<file path="config.mk">
export PLATFORM = sky130hd
export DESIGN_NAME = dcnn_io_sequencer
export DESIGN_NICKNAME = d
export VERILOG_FILES = /design/src/rtl/dcnn_io_pkg.sv /design/src/rtl/dcnn_row_packer.sv /design/src/rtl/dcnn_io_sequencer.sv
export SDC_FILE = /design/constraint.sdc
export NUM_CORES = 1
export LEC_CHECK = 0
export ABC_AREA = 1
export ABC_CLOCK_PERIOD_IN_PS = 22800
export CAP_MARGIN = 20
export CORE_MARGIN = 3
export CORE_UTILIZATION = 25
export DETAILED_ROUTE_END_ITERATION = 7
export PLACE_DENSITY_LB_ADDON = 0.08
export SYNTH_ARGS = -nofsm -noshare
export SYNTH_HDL_FRONTEND = slang
export SYNTH_SLANG_ARGS = --single-unit
</file>
<file path="constraint.sdc">
create_clock -name clk -period 22.8 [get_ports clk]
set_input_delay 6.84 -clock clk [delete_from_list [all_inputs] [get_ports clk]]
set_output_delay 6.84 -clock clk [all_outputs]
set_load 0.02 [all_outputs]
</file>
<file path="src/rtl/dcnn_io_pkg.sv">
// Shared types and constants for the DCNN I/O sequencer: FSM state encoding,
// default geometry and the helpers that derive beat/row counter sizes.
package dcnn_io_pkg;

  typedef enum logic [2:0] {
    S_IDLE     = 3'd0,
    S_ROW_FILL = 3'd1,
    S_ROW_HOLD = 3'd2,
    S_DATA     = 3'd3,
    S_DONE     = 3'd4
  } state_t;

  localparam int DEF_ROW_W    = 480;
  localparam int DEF_WORD_W   = 16;
  localparam int DEF_IMG_ROWS = 28;

  // Number of input beats needed to assemble one full row.
  function automatic int seg_of(input int row_w, input int word_w);
    return row_w / word_w;
  endfunction

  // Counter width that stays at least one bit even for a single-entry count.
  function automatic int cnt_w(input int n);
    return (n > 1) ? $clog2(n) : 1;
  endfunction

endpackage

</file>
<file path="src/rtl/dcnn_row_packer.sv">
// Row assembly register: a beat counter selects which WORD_W slot of the row
// the next accepted word lands in; beat 0 fills the least significant slot.
module dcnn_row_packer
  import dcnn_io_pkg::*;
#(
  parameter int ROW_W  = DEF_ROW_W,
  parameter int WORD_W = DEF_WORD_W
) (
  input  logic              clk,
  input  logic              rst,
  input  logic              clear,
  input  logic              wr_en,
  input  logic [WORD_W-1:0] wr_data,
  output logic [ROW_W-1:0]  row,
  output logic              last_beat
);

  localparam int SEG    = seg_of(ROW_W, WORD_W);
  localparam int BEAT_W = cnt_w(SEG);
  localparam logic [BEAT_W-1:0] LAST_BEAT = BEAT_W'(SEG - 1);

  logic [BEAT_W-1:0] beat_cnt;

  // Asserted while the slot about to be written completes the row.
  assign last_beat = (beat_cnt == LAST_BEAT);

  always_ff @(posedge clk or posedge rst) begin
    if (rst) begin
      beat_cnt <= '0;
      row      <= '0;
    end else if (clear) begin
      beat_cnt <= '0;
      row      <= '0;
    end else if (wr_en) begin
      for (int k = 0; k < SEG; k++) begin
        if (beat_cnt == BEAT_W'(k)) begin
          row[WORD_W*k +: WORD_W] <= wr_data;
        end
      end
      beat_cnt <= last_beat ? '0 : beat_cnt + 1'b1;
    end
  end

endmodule

</file>
<file path="src/rtl/dcnn_io_sequencer.sv">
// Front-end sequencer: packs input words into IMG_ROWS compressed rows handed
// over with row_valid/send, then forwards the remaining words as CNN data.
module dcnn_io_sequencer
  import dcnn_io_pkg::*;
#(
  parameter int ROW_W    = DEF_ROW_W,
  parameter int WORD_W   = DEF_WORD_W,
  parameter int IMG_ROWS = DEF_IMG_ROWS
) (
  input  logic              clk,
  input  logic              rst,
  input  logic              start,
  input  logic              interrupt,
  input  logic              stop,
  input  logic              send,
  input  logic              in_valid,
  input  logic [WORD_W-1:0] in_data,
  input  logic              in_last,
  output logic              in_ready,
  output logic [ROW_W-1:0]  row,
  output logic              row_valid,
  output logic [WORD_W-1:0] cnn_data,
  output logic              cnn_valid,
  output logic              load_process,
  output logic              cnn_image,
  output logic              done,
  output logic [2:0]        fsm_state
);

  localparam int ROWS_W = $clog2(IMG_ROWS + 1);
  localparam logic [ROWS_W-1:0] LAST_ROW = ROWS_W'(IMG_ROWS - 1);

  if ((ROW_W % WORD_W) != 0) begin : g_bad_row_w
    $error("dcnn_io_sequencer: ROW_W must be a multiple of WORD_W");
  end
  if (IMG_ROWS < 1) begin : g_bad_img_rows
    $error("dcnn_io_sequencer: IMG_ROWS must be at least 1");
  end

  // Input handshake: a word transfers on a cycle where in_valid & in_ready;
  // in_ready depends only on state and stop, never on in_valid.
  state_t state, state_n;

  logic              row_valid_n, cnn_valid_n, load_n, image_n, done_n;
  logic [WORD_W-1:0] cnn_data_n;
  logic              pk_clear, pk_wr, pk_last;
  logic              row_inc, row_clr;
  logic [ROWS_W-1:0] row_cnt;
  logic              accept;

  assign in_ready  = !stop && ((state == S_ROW_FILL) || (state == S_DATA));
  assign accept    = in_valid && in_ready;
  assign fsm_state = state;

  dcnn_row_packer #(
    .ROW_W  (ROW_W),
    .WORD_W (WORD_W)
  ) u_packer (
    .clk       (clk),
    .rst       (rst),
    .clear     (pk_clear),
    .wr_en     (pk_wr),
    .wr_data   (in_data),
    .row       (row),
    .last_beat (pk_last)
  );

  always_comb begin
    state_n     = state;
    row_valid_n = row_valid;
    cnn_data_n  = cnn_data;
    cnn_valid_n = 1'b0;
    load_n      = load_process;
    image_n     = cnn_image;
    done_n      = done;
    pk_clear    = 1'b0;
    pk_wr       = 1'b0;
    row_inc     = 1'b0;
    row_clr     = 1'b0;

    if (interrupt) begin
      state_n     = S_IDLE;
      row_valid_n = 1'b0;
      cnn_data_n  = '0;
      load_n      = 1'b0;
      image_n     = 1'b0;
      done_n      = 1'b0;
      pk_clear    = 1'b0 | 1'b1;
      row_clr     = 1'b1;
    end else if (!stop) begin
      // stop freezes everything; only the cnn_valid strobe is allowed to drop.
      unique case (state)
        S_IDLE: begin
          if (start) begin
            state_n  = S_ROW_FILL;
            load_n   = 1'b1;
            pk_clear = 1'b1;
            row_clr  = 1'b1;
          end
        end
        S_ROW_FILL: begin
          if (accept) begin
            pk_wr = 1'b1;
            if (pk_last) begin
              state_n     = S_ROW_HOLD;
              row_valid_n = 1'b1;
            end
          end
        end
        S_ROW_HOLD: begin
          if (send) begin
            row_valid_n = 1'b0;
            row_inc     = 1'b1;
            if (row_cnt == LAST_ROW) begin
              state_n = S_DATA;
              image_n = 1'b1;
            end else begin
              state_n = S_ROW_FILL;
            end
          end
        end
        S_DATA: begin
          if (accept) begin
            cnn_data_n  = in_data;
            cnn_valid_n = 1'b1;
            if (in_last) begin
              state_n = S_DONE;
              load_n  = 1'b0;
              done_n  = 1'b1;
            end
          end
        end
        S_DONE: begin
          if (start) begin
            state_n  = S_ROW_FILL;
            load_n   = 1'b1;
            image_n  = 1'b0;
            done_n   = 1'b0;
            pk_clear = 1'b1;
            row_clr  = 1'b1;
          end
        end
        default: state_n = S_IDLE;
      endcase
    end
  end

  always_ff @(posedge clk or posedge rst) begin
    if (rst) begin
      state        <= S_IDLE;
      row_valid    <= 1'b0;
      cnn_data     <= '0;
      cnn_valid    <= 1'b0;
      load_process <= 1'b0;
      cnn_image    <= 1'b0;
      done         <= 1'b0;
    end else begin
      state        <= state_n;
      row_valid    <= row_valid_n;
      cnn_data     <= cnn_data_n;
      cnn_valid    <= cnn_valid_n;
      load_process <= load_n;
      cnn_image    <= image_n;
      done         <= done_n;
    end
  end

  always_ff @(posedge clk or posedge rst) begin
    if (rst) begin
      row_cnt <= '0;
    end else if (row_clr) begin
      row_cnt <= '0;
    end else if (row_inc) begin
      row_cnt <= row_cnt + 1'b1;
    end
  end

endmodule

</file>
# After elaboration in Yosys (flattened, before gate mapping)
# Index checks and enable logic that the tools add are counted.
[word_totals] out_inout_bits=505 elab_cells=254 regBits=514
[classes] mux=89 n_addsub=2 eq_ne=43 n_reduce_logical=81
[op_table] cell="2-to-1 mux 480 bit" count=2
[op_table] cell="2-to-1 mux 16 bit" count=34
[op_table] cell="== test 5 bit (second input constant)" count=15
[op_table] cell="nonzero test 2 bit" count=34
[op_table] cell="AND reduction 2 bit" count=30
[op_table] cell="== test 5 x 4 -> 1 bit (second input constant)" count=8
[op_table] cell="2-to-1 mux 1 bit" count=34
[op_table] cell="2-to-1 mux 5 bit" count=5
[op_table] cell="2-to-1 mux 3 bit" count=8
[op_table] cell="== test 5 x 3 -> 1 bit (second input constant)" count=4
[op_table] cell="AND reduction 5 bit" count=4
[op_table] cell="inequality test 3 bit (second input constant)" count=6
[op_table] cell="case mux 3 bit (4 select lines)" count=1
[op_table] cell="nonzero test 3 bit" count=4
[op_table] cell="adder 5 x 1 -> 5 bit (second input constant)" count=2
[op_table] cell="== test 5 x 2 -> 1 bit (second input constant)" count=2
[op_table] cell="case mux 1 bit (2 select lines)" count=4
[op_table] cell="AND reduction 7 bit" count=1
[op_table] cell="== test 3 x 2 -> 1 bit (second input constant)" count=2
[op_table] cell="== test 5 x 1 -> 1 bit (second input constant)" count=1
[op_table] cell="zero test 5 bit" count=1
[op_table] cell="== test 3 x 1 -> 1 bit (second input constant)" count=1
[op_table] cell="== test 3 bit (second input constant)" count=1
[op_table] cell="zero test 3 bit" count=1
[op_table] cell="other kinds (9)" count=10

# Logic depth before layout (Yosys ltp)
# Gate-level depths: netlist of run 1.
[depth] depth_word=10 mapped_depth=11

# Hierarchy
# A second synthesis of run 1 with hierarchy kept.
[unflattened] hier_cells=2328 area_unflattened_um2=21180.3
[by_module_without_submodules] mod="dcnn_row_packer" instances=1 seq_area_each_um2=12136.6 area_each_um2=19702.6 cells_each=2146
[by_module_without_submodules] mod="dcnn_io_sequencer" instances=1 seq_area_each_um2=725.7 area_each_um2=1477.7 cells_each=182

# Worst setup path after synthesis of run 1
# No wires, ideal clock.
[synth_path] path_type="in2out" start="input stop" end="output in_ready" t_arrival_ps=7206 path_stages=3 path_slack_ps=8754 path_buffers=0 path_cell_list="inv_1 nand3_2 inv_1"
[synth_via] elab_chain_len=2
[synth_lines] item="from (decl)" line="dcnn_io_sequencer.sv:14" source="input logic stop,"
[synth_lines] item="zero test 1 bit"
[synth_lines] item="logical AND 1 bit" line="dcnn_io_sequencer.sv:51" source="assign in_ready = !stop && ((state == S_ROW_FILL) || (state == S_DATA));"
[synth_lines] item="to (decl)" line="dcnn_io_sequencer.sv:19" source="output logic in_ready,"
# Every way passes these cells.

# Worst setup path in the final report of run 1
# Ends and elaborated chain as after synthesis.

==> impl_metrics.json, run 1 <==
{
  "seq_area_frac_synth": 0.627,
  "synth_top_family_by_area": "simple AND/OR/NAND/NOR gates",
  "syn_inst": 2163,
  "max_freq_ghz": 0.0665,
  "grt_pass1_wl_mm": 128,
  "post_cts_buffers": 0,
  "clock_latency_ns": 0.61,
  "root_buffer": "clkbuf_16",
  "power.leakage_uw": 0.0133,
  "max_stage_delay_ns": 0.59,
  "synth_area_leaders": "dfrtp_1, nand3_1, nand2_1",
  "hold_slack_ns": 0.484,
  "crit_slowest_cell": "clkdlybuf4s50_1",
  "synth_mux_area_frac": 0,
  "path_cells": "clkdlybuf4s50_1 > inv_1 > nand3_2 > inv_1 > clkdlybuf4s50_1",
  "synth_top_area_share": 0.627,
  "layout-drive-gt1-share": 0.0735,
  "clkSinkCount": 514,
  "num_antenna_cells": 0,
  "synthAdderAreaFrac": 0.00366,
  "seqPwrFrac": 0.440,
  "end_kind": "output pin",
  "combPwrFrac": 0.136,
  "synth_cell_types": 30,
  "grt_max_degree": 192,
  "routed_wl_mm": 88.7,
  "start_kind": "input port",
  "fp-row-count": 104,
  "postCtsHoldBufs": 0,
  "synthToLayoutAreaGrowth_pct": 39.6,
  "slew_headroom": 0.255,
  "async_reset_ff_frac": 1.00,
  "irDropWorstVdd_uv": 59.2,
  "p_int_uw": 1550,
  "status": "finished, final reports clean",
  "ios": 529,
  "ys_ff_latch": 514,
  "track_usage": 0.202,
  "synth_compound_gate_area_share": 0.0718,
  "setup_viol": 0,
  "drtAntennaViolNets": 0,
  "ys.warnings.count": 0,
  "synth_area_um2": 20500,
  "first_pass_iters": 4,
  "cts_buffers": 59,
  "synthFlopType": "dfrtp_1",
  "place_congestion": 0.837,
  "viasPerCell": 4.67,
  "antenna_found_initial": 2,
  "critical_path_class": "input port to output pin",
  "cts_tree": "done",
  "overflow": 0,
  "maxCapViolCount": 0,
  "cp_max_fo": 5,
  "worst_slew_pin_slew_ns": 1.12,
  "die_w_um": 292,
  "required_ns": 15.96,
  "core_um2": 80900,
  "period_minus_slack_ns": 15.04,
  "vias": 17400,
  "die_height_um": 292,
  "routedWlPerCell_um": 23.8,
  "h-tree-depth": 2,
  "grt_pass1_vias": 17200,
  "clkTransAtPathRegs_ns": 0.06,
  "fin_tns_setup_ns": 0,
  "dr.first_iter.drc_count": 1040,
  "hold_viol_final": 0,
  "nets": 2657,
  "synth_edf_count": 0,
  "fin_skew_ns": 0.0265,
  "synth_xor_area_frac": 0.00213,
  "die-area_um2": 85600,
  "power_density_nw_per_um2": 76.1,
  "syn_area_per_cell_um2": 9.49,
  "synth_top_area_cell": "dfrtp_1",
  "rsz0062_at_grt": "false",
  "synth_fp_nets": 2193,
  "fin_crit_sh": 0.660,
  "clk_path_buf_depth": 3,
  "io_buffers": 528,
  "power_switching_share": 0.287,
  "p_clk_frac": 0.424,
  "arrival_ns": 8.20,
  "switchingPower_uw": 625,
  "drc": 0,
  "drv_slew": 0,
  "hpwl_mm": 57.3,
  "start_util": 0.254,
  "hold_class": "flip-flop to flip-flop",
  "cts_resized": 0,
  "synthSimpleGateAreaFrac": 0.240
}
-- registers in the layout, summed over array words and instances, names as in the netlist --
register / count
u_packer.beat_cnt: 5
done: 1
row_cnt: 5
cnn_valid: 1
cnn_data: 16
u_packer.row: 480
load_process: 1
row_valid: 1
fsm_state: 3
cnn_image: 1
-- synth_stat cells, types with 6 or more instances --
cell      number
buf_2         71
nor2_1        37
clkbuf_1      61
nor2_4        14
inv_2         17
o22ai_1       19
inv_1         73
buf_4         17
dfrtp_1      514
nand3_1      442
o21ai_0      220
nand2_1      560
o21ai_1       42
ha_1           6
clkbuf_2      10
a21oi_1        7
nand2_2       19
-- critical path: cells and delay by family --
| kind | cells | cell delay [ns] |
|---|---|---|
| buffers and inverters | 4 | 1.24 |
| and+or+nand+nor | 1 | 0.11 |
-- cells by family after synthesis --
group | Yosys count
AOI/OAI and AO/OA | 289
xor gates and xnor gates | 5
adders and majority gates | 6
buffers and inverters | 256
DFF | 514
and+or+nand+nor | 1093
-- layer usage --
layer / routed length [um] / share of wire / vias up / GRT usage
li1: - / - / 8063 / -
met2: 44200 / 0.50 / 500 / 0.350
met5: 0 / 0 / - / 0
met4: 1990 / 0.022 / 0 / 0.0494
met3: 5780 / 0.065 / 114 / 0.0520
met1: 36700 / 0.41 / 8717 / 0.252
-- area by class of cell --
type                            count  area (um2)
Clock buffer                       90        1760
Clock inverter                     11        86.3
Fill cell                        8289       52300
Inverter                           90         353
Multi-Input combinational cell   1393        6530
Sequential cell                   514       12900
Tap cell                         1060        1330
Timing Repair Buffer              569        5720
-- placed cells by master (no fill, tap or decap), types with 2 or more instances in the layout --
cell type	instances
nor2_2	6
nand3_2	5
clkbuf_8	12
inv_8	2
inv_1	72
buf_8	3
nand2_1	560
nand4_2	2
a21oi_1	4
o21ai_1	42
inv_2	16
nor4_1	2
buf_16	4
clkbuf_16	61
xor2_1	5
o22ai_1	19
dfrtp_1	514
nor3_1	4
nor2_8	2
clkinv_2	8
nand3_1	442
nand4_1	2
ha_1	6
clkdlybuf4s50_1	528
buf_12	2
nand2_2	19
nor2_4	14
buf_4	31
a21oi_2	4
o21ai_0	220
nor2_1	33
clkbuf_1	17
-- worst paths after layout --
path,from,endpoint,cells past startpoint,slack (ns)
worst max-delay path,stop,in_ready,5,7.76
worst min-delay path,u_packer.row[125]$_DFFE_PP0P_,u_packer.row[125]$_DFFE_PP0P_,2,0.48
worst max register to register,fsm_state[1]$_DFFE_PP0P_,u_packer.row[100]$_DFFE_PP0P_,8,19.48
worst min register to register,u_packer.row[125]$_DFFE_PP0P_,u_packer.row[125]$_DFFE_PP0P_,2,0.48
max in group asynchronous,rst,u_packer.row[267]$_DFFE_PP0P_,6,12.12
min in group asynchronous,rst,u_packer.row[358]$_DFFE_PP0P_,2,6.80
-- power by group through the flow --
stage	clock, uW	sequential (uW)	combinational (uW)
after floorplan	0	1000	130
after global placement	0	975	299
after detailed placement	0	975	304
after CTS	955	959	304
after global routing	992	962	319
final	923	959	296
-- through the flow --
step | total power, uW | cell area, um2 | std cells | utilization | setup slack (ns)
4_1_cts | 2220 | 28600 | 3726 | 0.354 | 7.76
5_1_grt | 2270 | 28600 | 3727 | 0.354 | 7.69
3_5_place_dp | 1280 | 26800 | 3625 | 0.331 | 7.76
6_report | 2180 | 28600 | 3727 | 0.354 | 7.76
3_3_place_gp | 1270 | 26600 | 3618 | 0.329 | 7.70
2_1_floorplan | 1130 | 20500 | 2163 | - | 1.60
Power figures use the tool's default switching activity.
==> run 2: changes to the inputs <==
ABC_CLOCK_PERIOD_IN_PS = 13300   (was 22800)
clock period = 13.3 ns   (was 22.8 ns; I/O delays follow)
==> impl_metrics.json, run 2 (synthesis results as in run 1) <==
{
  "most-common-layout-cells": "nand2_1, clkdlybuf4s50_1, dfrtp_1",
  "power_density_nw_per_um2": 136,
  "start_kind": "input port",
  "status": "finished, final reports clean",
  "grt_pass1_wl_mm": 128,
  "clk_path_buf_depth": 3,
  "regMostFlops": "u_packer.row",
  "fin_skew_ns": 0.0219,
  "required_ns": 9.31,
  "pre_cts_ws_ns": 3.93,
  "final_cells": 3742,
  "place_congestion": 0.802,
  "die_height_um": 292,
  "track_usage": 0.201,
  "cts_resized": 0,
  "reg_top3": "u_packer.row (480), cnn_data (16)",
  "cp_max_fo": 5,
  "grt_max_degree": 164,
  "placed_cell_area_um2": 26800,
  "die-area_um2": 85600,
  "postCtsHoldBufs": 0,
  "drtAntennaViolNets": 0,
  "cts_tree": "done",
  "arrival_ns": 5.37,
  "core_um2": 80900,
  "startpoint": "stop",
  "layout_commonest_cell": "nand2_1",
  "drv_slew": 0,
  "fin_ws_ns": 3.94,
  "routedWlPerCell_um": 23.4,
  "h-tree-depth": 2,
  "path_cells": "clkdlybuf4s50_1 > inv_1 > nand3_2 > inv_1 > clkdlybuf4s50_1",
  "die_w_um": 292,
  "path_buf_inv": 4,
  "cts_buffers": 61,
  "dr.first_iter.drc_count": 941,
  "nets": 2660,
  "vias": 17300,
  "start_util": 0.254,
  "overflow": 0,
  "end_kind": "output pin",
  "hold_slack_ns": 0.476,
  "power.leakage_uw": 0.0135,
  "hold_start": "done$_DFFE_PP0P_",
  "setup_viol": 0,
  "routed_wl_mm": 87.4,
  "dp_cells": 3623,
  "max_stage_delay_ns": 0.60,
  "slew_headroom": 0.220,
  "fin_tns_setup_ns": 0,
  "hpwl_mm": 57.3,
  "maxCapViolCount": 0,
  "root_buffer": "clkbuf_16",
  "clock_latency_ns": 0.62,
  "io_buffers": 528,
  "post_cts_buffers": 0,
  "rsz0062_at_grt": "false",
  "period_minus_slack_ns": 9.36,
  "grt_pass1_vias": 17500,
  "first_pass_iters": 5,
  "viasPerCell": 4.62,
  "clkTransAtPathRegs_ns": 0.06,
  "fin_crit_sh": 0.704,
  "fin_area_um2": 29100,
  "worst_slew_pin_slew_ns": 1.17,
  "layout-drive-gt1-share": 0.0806,
  "critical_path_class": "input port to output pin",
  "synthToLayoutAreaGrowth_pct": 41.8,
  "fp-row-count": 104,
  "crit_slowest_cell": "clkdlybuf4s50_1",
  "clkSinkCount": 514,
  "hold_viol_final": 0,
  "crit_family": "buffers and inverters",
  "antenna_found_initial": 2,
  "reg2reg_from": "fsm_state[1]$_DFFE_PP0P_",
  "ios": 529,
  "hold_class": "flip-flop to flip-flop",
  "largest_reg_flops": 480,
  "irDropWorstVdd_uv": 91.7,
  "max_freq_ghz": 0.107,
  "drc": 0
}
## run 2: final cells by class
| class | instances | area [um2] |
|---|---|---|
| sequential | 514 | 12900 |
| multi-input combinational | 1393 | 6530 |
| clock buffer | 92 | 1870 |
| fill | 8214 | 51800 |
| tap | 1060 | 1330 |
| antenna | 1 | 2.50 |
| clock inverter | 22 | 303 |
| inverter | 90 | 349 |
| timing repair buffer | 570 | 5850 |
## run 2: worst paths after layout
kind | to | slack, ns | depth (start not counted)
max reg2reg | u_packer.row[358]$_DFFE_PP0P_ | 9.95 | 8
max | in_ready | 3.94 | 5
min in group asynchronous | u_packer.row[374]$_DFFE_PP0P_ | 3.82 | 2
min reg2reg | done$_DFFE_PP0P_ | 0.48 | 2
min | done$_DFFE_PP0P_ | 0.48 | 2
max in group asynchronous | u_packer.row[266]$_DFFE_PP0P_ | 7.47 | 4
## run 2: metrics by stage
stage / total power (uW) / utilization
floorplan: 1940 / -
global placement: 2180 / 0.329
detailed placement: 2190 / 0.331
finish: 3950 / 0.359
CTS: 4010 / 0.358
global route: 4110 / 0.359
## run 2: report_power, final
group / leakage [uW] / total [uW] / switching, uW / internal (uW)
registers: 0.00712 / 1640 / 36.4 / 1610
logic: 0.00529 / 512 / 367 / 145
clock network: 0.00106 / 1790 / 691 / 1100
total: 0.0135 / 3950 / 1090 / 2850
## run 2: tightest hold or removal path, delay by kind of cell (launching register included)
kind	cells	cell delay [ns]
flip-flops	1	0.34
AND/OR/NAND/NOR	2	0.10
## run 2: metal layers
metal,wire length (um),GRT usage
met4,1960,0.0475
met1,36100,0.248
met5,0,0
met2,43400,0.347
met3,6040,0.0578
==> run 3: changes to the inputs <==
ABC_CLOCK_PERIOD_IN_PS = 7720   (was 13300)
clock period = 7.72 ns   (was 13.3 ns; I/O delays follow)
==> impl_metrics.json, run 3 (synthesis results as in run 1) <==
{
  "grt_pass1_wl_mm": 128,
  "die_height_um": 292,
  "max_stage_delay_ns": 0.60,
  "num_antenna_cells": 0,
  "cts_buffers": 60,
  "worst_slew_pin_slew_ns": 1.06,
  "cts_resized": 0,
  "die_w_um": 292,
  "required_ns": 5.40,
  "final_core_util": 0.356,
  "track_usage": 0.202,
  "arrival_ns": 3.71,
  "first_pass_iters": 5,
  "drc": 0,
  "fin_area_um2": 28800,
  "power_density_nw_per_um2": 230,
  "layout-drive-gt1-share": 0.0785,
  "routedWlPerCell_um": 23.6,
  "io_buffers": 528,
  "viasPerCell": 4.70,
  "cts_tree": "done",
  "placed_cell_area_um2": 26800,
  "clkSinkCount": 514,
  "fin_skew_ns": 0.0344,
  "clkTransAtPathRegs_ns": 0.06,
  "cp_max_fo": 5,
  "hold_class": "flip-flop to flip-flop",
  "root_buffer": "clkbuf_16",
  "reg_top3": "u_packer.row (480), cnn_data (16)",
  "vias": 17500,
  "rsz0062_at_grt": "false",
  "period_minus_slack_ns": 6.02,
  "setup_viol": 0,
  "max_freq_ghz": 0.166,
  "final.fill_count": 8225,
  "drv_slew": 0,
  "crit_slowest_cell": "clkdlybuf4s50_1",
  "place_congestion": 0.808,
  "postCtsHoldBufs": 0,
  "antenna_found_initial": 0,
  "regMostFlops": "u_packer.row",
  "routed_wl_mm": 88.3,
  "most-common-layout-cells": "nand2_1, clkdlybuf4s50_1, dfrtp_1",
  "drtAntennaViolNets": 0,
  "status": "finished, final reports clean",
  "power.leakage_uw": 0.0134,
  "grt_max_degree": 162,
  "clock_latency_ns": 0.63,
  "path_cells": "clkdlybuf4s50_1 > inv_1 > nand3_2 > inv_1 > clkdlybuf4s50_1",
  "hpwl_mm": 59.2,
  "irDropWorstVdd_uv": 177,
  "critical_path_class": "input port to output pin",
  "ios": 529,
  "largest_reg_flops": 480,
  "slew_headroom": 0.293,
  "dr.first_iter.drc_count": 1145,
  "fp-row-count": 104,
  "start_util": 0.254,
  "start_kind": "input port",
  "fin_crit_sh": 0.780,
  "layout_commonest_cell": "nand2_1",
  "maxCapViolCount": 0,
  "post_cts_buffers": 0,
  "nets": 2655,
  "hold_viol_final": 0,
  "end_kind": "output pin",
  "synthToLayoutAreaGrowth_pct": 40.5,
  "die-area_um2": 85600,
  "clk_path_buf_depth": 3,
  "overflow": 0,
  "fin_tns_setup_ns": 0,
  "core_um2": 80900,
  "h-tree-depth": 2,
  "grt_pass1_vias": 17700
}
==> run 3: cell count changes in the layout (fill, tap and decap cells not counted) <==
cell,delta
clkinv_8,+1
clkbuf_1,-1
buf_16,-8
clkbuf_8,-5
clkinv_4,+2
diode_2,-1
buf_12,+5
bufinv_16,-2
buf_4,-2
clkbuf_16,-3
inv_16,+1
clkinv_2,+4
buf_8,+1
==> run 3: stage by stage <==
step | total power [uW] | cells | hold WS, ns | setup WS (ns)
global placement | 3760 | 3617 | 0.470 | 1.59
CTS | 6750 | 3732 | 0.488 | 1.70
floorplan | 3340 | 2163 | 0.475 | -1.58
detailed placement | 3760 | 3621 | 0.472 | 1.71
finish | 6630 | 3734 | 0.482 | 1.70
global route | 6920 | 3734 | 0.503 | 1.66
==> run 3: layout make-up <==
class / instances / area [um2] / area share
Timing Repair Buffer: 566 / 5730 / 0.199
Clock inverter: 28 / 317 / 0.0110
Inverter: 90 / 349 / 0.0121
Tap cell: 1060 / 1330 / 0.0460
Sequential cell: 514 / 12900 / 0.446
Clock buffer: 83 / 1720 / 0.0596
Multi-Input combinational cell: 1393 / 6530 / 0.226
==> run 3: power by group <==
group	internal [uW]	switching, uW	leakage, uW
Sequential	2770	62.2	0.00712
Clock	1720	1210	0.00100
Combinational	240	624	0.00523
Total	4730	1890	0.0134
==> run 3: routing by layer <==
metal	GRT usage	wire length [um]
met2	0.333	41700
met1	0.250	36300
met3	0.0585	6540
met5	0	0
met4	0.0771	3700
==> run 3: worst max-delay path, delay by kind of cell <==
family                 cells  cell delay [ns]
buffers and inverters      4             1.27
AND/OR/NAND/NOR            1             0.12
==> run 3: worst paths after layout <==
path | slack, ns | startpoint | endpoint | cells past startpoint
max | 1.70 | stop | in_ready | 5
min | 0.48 | u_packer.row[226]$_DFFE_PP0P_ | u_packer.row[226]$_DFFE_PP0P_ | 2
max reg2reg | 4.67 | fsm_state[1]$_DFFE_PP0P_ | u_packer.row[355]$_DFFE_PP0P_ | 7
min reg2reg | 0.48 | u_packer.row[226]$_DFFE_PP0P_ | u_packer.row[226]$_DFFE_PP0P_ | 2
max in group asynchronous | 4.01 | rst | u_packer.row[267]$_DFFE_PP0P_ | 3
min in group asynchronous | 2.23 | rst | u_packer.row[368]$_DFFE_PP0P_ | 2
==> variant 1, RTL diff (flow settings as in run 3) <==
The package constant `DEF_ROW_W` goes from 480 to 240.
--- a/src/rtl/dcnn_io_pkg.sv
+++ b/src/rtl/dcnn_io_pkg.sv
@@ -11,5 +11,5 @@
   } state_t;
 
-  localparam int DEF_ROW_W    = 480;
+  localparam int DEF_ROW_W    = 240;
   localparam int DEF_WORD_W   = 16;
   localparam int DEF_IMG_ROWS = 28;
Interface: changed (resized row); port bits go from 529 to 289. The function was not compared with the original's and may differ.
==> variant 1 against run 3 <==
  * Synthesized area decreased by 44%
  * Final cell count is 46% lower
  * Routed wire length decreased by 52%
  * Critical path type unchanged
  * Design area is 46% lower
  * Total power decreased by 46%
  * Register-to-register slack better by 310 ps
  * Largest cell class unchanged
  * Count of clock-buffer cells in the layout down 36
  * Highest routed layer unchanged
  * Utilization down 0.65 points
  * Non-clock buffer count is 269 lower
  * Setup slack worse by 3.3 ps
  * Sequential cell count decreased by 241
  * Via count fell by 48%
==> variant 1: results (changes against run 3) <==
Detailed routing
  • Post-DR wirelength/cell: 20.91 um (-12%)
  • DRT met1 WL: 19,250 um (-47%)
  • Met3 Wirelength: 2958 um (-55%)

Power
  • Leakage: 6.948 nW (-48%)
  • Sequential power: 1.50 mW (-47%)
  • Final Power: 3.558 mW (-46%)

Cells and area
  • Layout cells sized above 1: 8.152% (+0.30 points)
  • Final #Nets: 1,427 (-46%)
  • Biggest registers after layout: u_packer.row: 240 flops, cnn_data: 16 flops, row_cnt: 5 flops
  • Clkbuf count: 47 (-43%)
  • NonClk Buf Share: 19.04% (-0.83 points)

Outcome
  • Outcome: completed

Global routing
  • Met1 Resource Use GR: 23.45% (-1.5 points)
  • Largest net degree at the start of global routing: 145 (-10%)

STA
  • Period utilisation layout: 78.05% (about the same)
  • Hold_ws: 490.4 ps (+8.409 ps)

Clock network
  • CTS Buf Count: 34 (-43%)

Die
  • Rows: 77 (-26%)

Placement
  • Worst slack, placed: 1705 ps (-6.070 ps)
  • RePlAce Congestion: 0.7676 (-5.0%)
  • Post-detail-place hpwl: 27,900 um (-53%)

Hold path
  • Hold Crit Start: load_process$_DFFE_PP0P_
  • Hold Crit Endpoint: load_process$_DFFE_PP0P_

Worst setup path
  • Max FO, Critical Path: 4 (-1)

Logic synthesis
  • Unique masters post-synth: 35 (+17%)
variant 1: changes by cell type after synthesis, moves of 16 or more:
cell | before | now
buf_2 | 71 | 40
buf_6 | 3 | 30
clkbuf_1 | 61 | 10
dfrtp_1 | 514 | 273
inv_2 | 17 | 1
nand2_1 | 560 | 183
nand2_2 | 19 | 2
nand3_1 | 442 | 256
o21ai_0 | 220 | 25
o21ai_1 | 42 | 170
o22ai_1 | 19 | 0
variant 1: worst max-delay path, delay by kind of cell:
kind / cells / cell delay (ps)
simple gates: 1 / 110
buf+inv: 4 / 1280
variant 1: cell families after synthesis:
kind of cell | count (synthesis) | share of synthesized area (%)
AND/OR/NAND/NOR | 515 | 22.81
flip-flops | 273 | 59.50
AO/OA/AOI/OAI | 212 | 9.578
buffers and inverters | 156 | 7.857
XOR/XNOR | 2 | 0.1526
adder cells (fa/ha/maj) | 1 | 0.1090
==> variant 2, RTL diff (settings of run 3) <==
Without the edit above. Compare `row_cnt` against `LAST_ROW` with >= in place of ==.
--- a/src/rtl/dcnn_io_sequencer.sv
+++ b/src/rtl/dcnn_io_sequencer.sv
@@ -112,5 +112,5 @@
             row_valid_n = 1'b0;
             row_inc     = 1'b1;
-            if (row_cnt == LAST_ROW) begin
+            if (row_cnt >= LAST_ROW) begin
               state_n = S_DATA;
               image_n = 1'b1;
Function: no difference found for any inputs over 4 cycles, from zero or initial values and one cycle with rst high; that may be too few to reach the edited logic, so the function may still have changed.
==> variant 2 against run 3 <==
  * First-iteration DRC count increased by 13%
  * Design area decreased by 0.48%
  * Total power decreased by 1.0%
  * Count of clock-buffer cells in the layout decreased by 1
  * Utilization increased by 0.35 points
  * Synthesized area decreased by 0.90%
  * Sequential cell count unchanged
  * Register-to-register slack improved by 30 ps
  * Via count decreased by 1.8%
  * Setup slack got worse by 32 ps
  * Worst hold slack improved by 3.9 ps
  * Routed wire length decreased by 2.1%
  * Die area decreased by 0.88%
==> variant 2: results (changes against run 3) <==
Hold path
  • Hold Crit Start: u_packer.row[464]$_DFFE_PP0P_
  • Hold Crit Endpoint: u_packer.row[464]$_DFFE_PP0P_
  • Hold path depth: 2 (unchanged)

STA
  • Slew HR: 28.51% (-0.76 points)
  • Hold_ws: 485.8 ps (+3.858 ps)
  • Clock Skew: 21.98 ps (-12.46 ps)
  • Final min period: 6054 ps (+31.95 ps)

Logic synthesis
  • Synth Area per Inst: 9.547 um2 (+0.63%)
  • Synth Area in XOR/XNOR: 0.08614% (-0.13 points)
  • Synth Area in Compound Gates: 8.196% (+1.0 points)
  • Mux contribution to synthesized area: 0% (unchanged)
  • Synth top area cells: dfrtp_1 (63%), nand3_1 (11%), nand2_1 (8.8%)
  • Synthesized Nets: 2,160 (-1.5%)
  • Unique masters post-synth: 27 (-10%)
  • Post-synthesis adder-cell area fraction: 0.3692% (+0.0033 points)
  • Top cells by count, synth: dfrtp_1 (514), nand2_1 (478), nand3_1 (460)
  • Register area share after synthesis: 63.25% (+0.57 points)

Power
  • Leakage: 13.06 nW (-2.2%)
  • Clock group total power: 2.99 mW (+2%)
  • Peak VDD IR: 0.1716 mV (-2.8%)
  • Comb pwr: 0.764 mW (-11%)
  • Net load switching power: 1.797 mW (-5.2%)
  • P per Cell Area: 228.6 nW/um2 (-0.57%)

Cells and area
  • Fillers: 8,008 (-2.6%)
  • Final #Nets: 2,623 (-1.2%)
  • Layout cells sized above 1: 7.879% (+0.025 points)
  • Post-route insts no fill: 3,690 (-1.2%)

Clock network
  • Root buf cell: clkbuf_16
  • CTS Buf Count: 59 (-1.7%)

Worst setup path
  • Flop-to-flop setup slack: 4700 ps (+30 ps)
  • Worst Setup EP: in_ready
  • Capturing point of the worst reg2reg path: u_packer.row[171]$_DFFE_PP0P_
  • Crit path DAT: 3740 ps (+30 ps)

Placement
  • Dpl cells: 3,580 (-1.1%)
  • Worst slack, placed: 1648 ps (-62.74 ps)
  • Post-detail-place hpwl: 56,760 um (-4.1%)
  • RePlAce Congestion: 0.8155 (+0.88%)
  • Placed cell areas: 26,570 um2 (-0.73%)

Outcome
  • Outcome: completed

Detailed routing
  • Post-DR wirelength/cell: 23.41 um (-0.96%)
  • Vias: 17,230 (-1.8%)
  • DRT iter0 DRCs: 1,297 (+13%)

Global routing
  • First-pass GRT wire length: 126,300 um (-1.1%)
  • GR Util All Layers: 19.91% (-0.26 points)
  • Largest net degree at the start of global routing: 138 (-15%)
variant 2: cell count changes after synthesis, sizes merged, moves of 2 or more:
| cell | change |
|---|---|
| nand3 | +20 |
| nor4 | -2 |
| clkbuf | -7 |
| xor2 | -3 |
| nand2 | -93 |
| a21oi | +3 |
| buf | +11 |
| nand4 | +2 |
| o21ai | +34 |
variant 2: final cells by class:
cell class                      instances  area [um2]  area share (%)
Clock buffer                           82        1713           5.970
Clock inverter                         26       357.8           1.247
Inverter                               90       349.1           1.217
Multi-Input combinational cell       1356        6331           22.07
Sequential cell                       514       12860           44.83
Tap cell                             1050        1314           4.579
Timing Repair Buffer                  572        5766           20.09
variant 2: per-layer routing:
metal | GRT usage [%] | wire length [um] | vias to the layer above
li1 | - | - | 8045
met1 | 25.58 | 37030 | 8576
met2 | 32.71 | 40940 | 498
met3 | 5.661 | 6035 | 109
met4 | 5.590 | 2387 | 0
met5 | 0 | 0 | -
